==> src/rtl/booth_seq_mult_ctrl.sv <==
// Iterative radix-4 Booth multiplier: one Booth digit per cycle through a single
// WIDTH+1-bit partial-product path, accumulated into a 2*WIDTH-bit product.
module booth_seq_mult_ctrl #(
   parameter int WIDTH = 16
) (
   input  logic                 clk,
   input  logic                 rst_n,
   input  logic                 start,
   input  logic [WIDTH-1:0]     a,
   input  logic [WIDTH-1:0]     b,
   input  logic                 abort,
   output logic                 ready,
   output logic                 busy,
   output logic                 done,
   output logic [2*WIDTH-1:0]   product
);

   localparam int N     = WIDTH / 2;
   localparam int PW    = 2 * WIDTH;
   localparam int IDX_W = (N > 1) ? $clog2(N) : 1;
   localparam logic [IDX_W-1:0] LAST_IDX = IDX_W'(N - 1);

   typedef enum logic [1:0] {
      S_IDLE = 2'd0,
      S_RUN  = 2'd1,
      S_DONE = 2'd2
   } state_e;

   typedef struct packed {
      logic zero;
      logic two;
      logic neg;
   } booth_t;

   state_e                   state_q, state_d;
   logic [IDX_W-1:0]         idx_q, idx_d;
   logic [PW-1:0]            acc_q, acc_d;
   logic [PW-1:0]            prod_q, prod_d;
   logic signed [WIDTH-1:0]  a_q;
   logic [WIDTH:0]           bwin_q;
   logic                     load;
   booth_t                   dig;
   logic signed [WIDTH:0]    pp;

   function automatic booth_t booth_decode(input logic [2:0] w);
      booth_t d;
      d = '0;
      case (w)
         3'b000, 3'b111: d.zero = 1'b1;
         3'b001, 3'b010: d.zero = 1'b0;
         3'b011:         d.two  = 1'b1;
         3'b100: begin
            d.two = 1'b1;
            d.neg = 1'b1;
         end
         default:        d.neg  = 1'b1;
      endcase
      return d;
   endfunction

   // Negative digits return the one's complement; the +1 is added in accumulate().
   function automatic logic signed [WIDTH:0] partial_product(
      input logic signed [WIDTH-1:0] m,
      input booth_t                  d
   );
      logic signed [WIDTH:0] mag;
      mag = d.two ? {m, 1'b0} : {m[WIDTH-1], m};
      if (d.zero) begin
         mag = '0;
      end
      return d.neg ? ~mag : mag;
   endfunction

   function automatic logic [PW-1:0] accumulate(
      input logic [PW-1:0]         acc,
      input logic signed [WIDTH:0] p,
      input logic                  neg,
      input logic [IDX_W-1:0]      idx
   );
      logic [PW-1:0]    ext;
      logic [IDX_W:0]   sh;
      ext = {{(PW-WIDTH-1){p[WIDTH]}}, p};
      sh  = {idx, 1'b0};
      return acc + (ext << sh) + (PW'(neg) << sh);
   endfunction

   assign dig = booth_decode(bwin_q[2:0]);
   assign pp  = partial_product(a_q, dig);

   always_comb begin
      state_d = state_q;
      idx_d   = idx_q;
      acc_d   = acc_q;
      prod_d  = prod_q;
      load    = 1'b0;
      case (state_q)
         S_IDLE: begin
            if (start) begin
               load    = 1'b1;
               acc_d   = '0;
               idx_d   = '0;
               state_d = S_RUN;
            end
         end
         S_RUN: begin
            if (abort) begin
               acc_d   = '0;
               idx_d   = '0;
               state_d = S_IDLE;
            end else begin
               acc_d = accumulate(acc_q, pp, dig.neg, idx_q);
               idx_d = idx_q + IDX_W'(1);
               if (idx_q == LAST_IDX) begin
                  prod_d  = acc_d;
                  state_d = S_DONE;
               end
            end
         end
         S_DONE: state_d = S_IDLE;
         default: state_d = S_IDLE;
      endcase
   end

   always_ff @(posedge clk or negedge rst_n) begin
      if (!rst_n) begin
         state_q <= S_IDLE;
         idx_q   <= '0;
         acc_q   <= '0;
         prod_q  <= '0;
      end else begin
         state_q <= state_d;
         idx_q   <= idx_d;
         acc_q   <= acc_d;
         prod_q  <= prod_d;
      end
   end

   // Operand registers carry no reset; the window shifts one Booth digit per RUN cycle.
   always_ff @(posedge clk) begin
      if (load) begin
         a_q    <= $signed(a);
         bwin_q <= {b, 1'b0};
      end else if (state_q == S_RUN) begin
         bwin_q <= bwin_q >> 2;
      end
   end

   assign ready   = (state_q == S_IDLE);
   assign busy    = (state_q == S_RUN);
   assign done    = (state_q == S_DONE);
   assign product = prod_q;

endmodule
==> config.mk <==
export PLATFORM = sky130hd
export DESIGN_NAME = booth_seq_mult_ctrl
export DESIGN_NICKNAME = d
export VERILOG_FILES = /design/src/rtl/booth_seq_mult_ctrl.sv
export SDC_FILE = /design/constraint.sdc
export NUM_CORES = 1
export LEC_CHECK = 0
export ABC_AREA = 1
export BUFFER_PORTS_ARGS = -buffer_cell sky130_fd_sc_hd__buf_2
export CAP_MARGIN = 15
export CORE_ASPECT_RATIO = 1.25
export CORE_UTILIZATION = 60
export CTS_CLUSTER_DIAMETER = 120
export CTS_CLUSTER_SIZE = 24
export DETAILED_ROUTE_END_ITERATION = 12
export MAX_ROUTING_LAYER = met4
export PLACE_DENSITY = 0.8
export SYNTH_ARGS = -nofsm -noshare
export SYNTH_HDL_FRONTEND = slang
export SYNTH_SLANG_ARGS = --single-unit
==> constraint.sdc <==
create_clock -name clk -period 3.81 [get_ports clk]
set_input_delay 0.381 -clock clk [delete_from_list [all_inputs] [get_ports clk]]
set_output_delay 0.381 -clock clk [all_outputs]
set_load 0.01 [all_outputs]
==> impl_metrics.json <==
{
  "timing_worst_slew_pin_value_ps": 892,
  "buffer_ports.inserted": 70,
  "yosys.cell_types.count": 35,
  "final_util_pct": 74.1,
  "routed_wl_um": 21700,
  "yosys_warnings": 0,
  "timing_max_transition_violations_final": 0,
  "n_antenna_cell": 0,
  "antenna_found_initial": 0,
  "crit_path_start_kind": "register",
  "totalPowerFinal_w": 0.00732,
  "hold_ws_ps": 194,
  "drive_above_1_share_pct": 23.0,
  "power_density_mw_per_mm2": 805,
  "gr-total-overflow": 0,
  "met1_length_um": 9100,
  "met2WireLength_um": 10900,
  "cp.required_ps": 4040,
  "die_x_um": 103,
  "setup.worst_path.class": "register to register",
  "via_count_of_the_first_global_routing_pass": 7021,
  "route.top_layer_used": "met4",
  "final.min_clock_period_ps": 3810,
  "failed_checks": "negative setup slack",
  "clock_tree.root_cell": "sky130_fd_sc_hd__clkbuf_16",
  "cts_tree": "yes",
  "worst_hold_path_type": "input port to register",
  "aggregate_global_route_resource_usage_pct": 34.2,
  "final_critical_path_setup_slack_ps": -0.944,
  "placementRows": 45,
  "ctsHtreeMaxLevel": 3,
  "synthCells": 1033,
  "max_slew_margin_vs_limit_pct": 40.6,
  "hold_fix_buffer_count_after_cts": 0,
  "gp_congestion": 0.974,
  "cts_sinks": 102,
  "final.setup_skew_ps": 13.2,
  "worst-endpoint-arrival_ps": 4040,
  "synthDominantCellAreaShare_pct": 22.7,
  "synth_most_common_cell": "sky130_fd_sc_hd__nand2_1",
  "wl_per_cell_um": 16.9,
  "fmaxAchievable_mhz": 262,
  "die-area_mm2": 0.0131,
  "layout-area-overhead-vs-synth_pct": 19.5,
  "synthesis.area_mm2": 0.00761,
  "max_cap_viol_count": 0,
  "initialDrtViolationCount": 420,
  "floorplan.core_area_mm2": 0.0123,
  "yosysTopAreaCell": "sky130_fd_sc_hd__dfrtp_1",
  "drt-vias-per-instance": 5.75,
  "final_nets": 1220,
  "dr_wl_met3_um": 984,
  "outcome": "finished, violations left",
  "grt_start_max_net_pins": 70,
  "start_util_pct": 62.0,
  "syn-num-nets": 1133,
  "route.vias.total": 7417,
  "synth.ff_latch_count": 102,
  "yosysSeqAreaShare_pct": 35.6,
  "dp.final_hpwl_um": 15800,
  "maximum_number_of_buffers_from_clock_root_to_sink": 2,
  "worst_setup_hold_path_clk_slew_ps": 70,
  "synthArstFlopShare_pct": 67.6,
  "critical_path.max_fanout": 5,
  "leading_cell_types_by_count_after_synthesis": "sky130_fd_sc_hd__nand2_1, sky130_fd_sc_hd__nand3_1, sky130_fd_sc_hd__inv_1",
  "synth_ff_type": "sky130_fd_sc_hd__dfrtp_1",
  "cp-end-kind": "register",
  "route.detailed.drc": 0,
  "power.static_leakage_nw": 4.68,
  "num_io_pins": 71,
  "synth_edf_count": 32,
  "netlist_top_cells_area": "sky130_fd_sc_hd__dfrtp_1, sky130_fd_sc_hd__nand2_1, sky130_fd_sc_hd__edfxtp_1",
  "report.final.setup_viol": 1,
  "ir_drop_uv": 516,
  "min_period_over_period_pct": 100,
  "final_antenna_net_count": 0,
  "avgSynthCellArea_um2": 7.37,
  "unrepaired_setup_endpoints_after_global_routing": "true",
  "dr.pass1.iters": 5,
  "worstSkewPairLatency_ps": 370,
  "cts-buffers-inserted": 9,
  "wire_length_of_the_first_global_routing_pass_um": 33400,
  "die_height_um": 128,
  "timing_hold_violations_final": 0
}
-- cells in the final DEF (no fill, tap or decap), types with 2 or more instances in the layout --
| cell | synthesis | routed |
|---|---|---|
| sky130_fd_sc_hd__nor2_4 | 1 | 3 |
| sky130_fd_sc_hd__inv_1 | 91 | 90 |
| sky130_fd_sc_hd__ha_2 | 0 | 5 |
| sky130_fd_sc_hd__buf_2 | 19 | 70 |
| sky130_fd_sc_hd__inv_2 | 4 | 3 |
| sky130_fd_sc_hd__fa_1 | 9 | 8 |
| sky130_fd_sc_hd__nor3_1 | 3 | 3 |
| sky130_fd_sc_hd__o21ai_0 | 54 | 42 |
| sky130_fd_sc_hd__inv_6 | 0 | 2 |
| sky130_fd_sc_hd__nand3_2 | 7 | 15 |
| sky130_fd_sc_hd__nor2_1 | 56 | 42 |
| sky130_fd_sc_hd__nand3_1 | 150 | 141 |
| sky130_fd_sc_hd__clkbuf_16 | 0 | 10 |
| sky130_fd_sc_hd__dfrtp_1 | 69 | 69 |
| sky130_fd_sc_hd__xnor2_1 | 10 | 8 |
| sky130_fd_sc_hd__o22ai_1 | 2 | 2 |
| sky130_fd_sc_hd__ha_4 | 0 | 12 |
| sky130_fd_sc_hd__ha_1 | 55 | 38 |
| sky130_fd_sc_hd__or2_2 | 2 | 2 |
| sky130_fd_sc_hd__xor2_1 | 4 | 4 |
| sky130_fd_sc_hd__a21oi_2 | 0 | 13 |
| sky130_fd_sc_hd__xnor2_2 | 0 | 2 |
| sky130_fd_sc_hd__inv_4 | 0 | 2 |
| sky130_fd_sc_hd__nand2_2 | 11 | 34 |
| sky130_fd_sc_hd__nand4_2 | 2 | 2 |
| sky130_fd_sc_hd__nor2_2 | 0 | 12 |
| sky130_fd_sc_hd__o21ai_1 | 6 | 11 |
| sky130_fd_sc_hd__nand3b_1 | 6 | 6 |
| sky130_fd_sc_hd__buf_4 | 2 | 40 |
| sky130_fd_sc_hd__a21oi_1 | 43 | 30 |
| sky130_fd_sc_hd__edfxtp_1 | 32 | 32 |
| sky130_fd_sc_hd__nand4_1 | 22 | 22 |
| sky130_fd_sc_hd__nor4_1 | 5 | 2 |
| sky130_fd_sc_hd__o21ai_2 | 5 | 11 |
| sky130_fd_sc_hd__nor4_2 | 0 | 2 |
| sky130_fd_sc_hd__a22o_1 | 14 | 14 |
| sky130_fd_sc_hd__nand2_4 | 6 | 7 |
| sky130_fd_sc_hd__nand2_1 | 324 | 299 |
| sky130_fd_sc_hd__inv_8 | 0 | 2 |
-- worst max-delay path, stage by stage, from the launching register on --
cell and delay (ps):
sky130_fd_sc_hd__edfxtp_1 480, sky130_fd_sc_hd__nor2_4 80, sky130_fd_sc_hd__buf_4 150, sky130_fd_sc_hd__o21ai_4 200, sky130_fd_sc_hd__nand3_1 120, sky130_fd_sc_hd__xor2_1 240
sky130_fd_sc_hd__nor2_1 80, sky130_fd_sc_hd__nand2_1 90, sky130_fd_sc_hd__nor2_1 70, sky130_fd_sc_hd__fa_1 430, sky130_fd_sc_hd__ha_1 280, sky130_fd_sc_hd__fa_2 380
sky130_fd_sc_hd__nand2_1 70, sky130_fd_sc_hd__inv_1 50, sky130_fd_sc_hd__nand2_1 60, sky130_fd_sc_hd__nand2_2 70, sky130_fd_sc_hd__nand2_1 60, sky130_fd_sc_hd__nand2_1 100
sky130_fd_sc_hd__nand2_1 100, sky130_fd_sc_hd__nand2_2 100, sky130_fd_sc_hd__xnor2_2 170, sky130_fd_sc_hd__o21ai_0 300
-- power breakdown --
| group | internal (W) | switching [W] | leakage (nW) | total [W] |
|---|---|---|---|---|
| Clock | 0.000457 | 0.000456 | 0.137 | 0.000913 |
| Sequential | 0.00135 | 0.000151 | 1.25 | 0.00150 |
| Combinational | 0.00184 | 0.00307 | 3.29 | 0.00491 |
| Total | 0.00365 | 0.00367 | 4.68 | 0.00732 |
-- path summary, 6_finish.rpt --
path                                              start                 endpoint  slack [ps]  cells past startpoint
worst max-delay path                bwin_q[1]$_DFFE_PP_    acc_q[11]$_DFFE_PN0P_        -0.9                     21
worst min-delay path                              a[15]        a_q[15]$_DFFE_PP_         190                      1
worst max register to register      bwin_q[1]$_DFFE_PP_    acc_q[11]$_DFFE_PN0P_        -0.9                     21
worst min register to register  product[30]$_DFFE_PN0P_  product[30]$_DFFE_PN0P_         480                      2
max in group asynchronous                         rst_n  product[15]$_DFFE_PN0P_        3010                      2
min in group asynchronous                         rst_n    acc_q[13]$_DFFE_PN0P_         230                      2
-- per-layer routing --
metal,global-route usage (%),up-vias
met5,-,-
met4,12.9,0
met3,3.05,57
met2,58.4,235
met1,41.5,3495
li1,-,3630
-- registers in the layout, summed over array words and instances (netlist names) --
register / flops
a_q: 16
product: 32
state_q: 2
idx_q: 3
bwin_q: 17
acc_q: 32
-- logic make-up (layout without fill, tap and decap cells) --
kind of cell / count (synthesis) / in the layout / share of synthesized area (%)
DFF: 102 / 102 / 35.6
buffers and inverters: 132 / 224 / 7.13
adders and majority gates: 64 / 64 / 11.4
xor gates and xnor gates: 14 / 14 / 1.61
and+or+nand+nor: 596 / 596 / 35.0
AOI/OAI and AO/OA: 125 / 125 / 9.22
-- per-stage QoR --
step,worst slack (ps),instance area (um^2),setup TNS (ps),cells
3_5_place_dp,-208,8230,-2090,1261
2_1_floorplan,410,7610,0,1033
4_1_cts,20.5,8550,0,1279
3_3_place_gp,-22.7,8230,-31.2,1261
5_1_grt,-198,9090,-3210,1289
6_report,-0.944,9090,-0.944,1289
-- final cells by class --
class	instances	area, um^2
Multi-Input combinational cell	799	4830
Fill cell	1012	3180
Sequential cell	102	2710
Timing Repair Buffer	113	707
Inverter	95	362
Clock buffer	10	229
Tap cell	164	205
Clock inverter	6	52.6
-- timing repair --
action                                  4_1_cts  5_1_grt
setup buffers                                 2        9
hold endpoints to repair                      0        0
resized for setup                             4      112
cloned                                        0        1
pin swaps                                     1       25
endpoints found under the setup margin       18       48
Note: power is estimated with default switching activity, not from simulation.
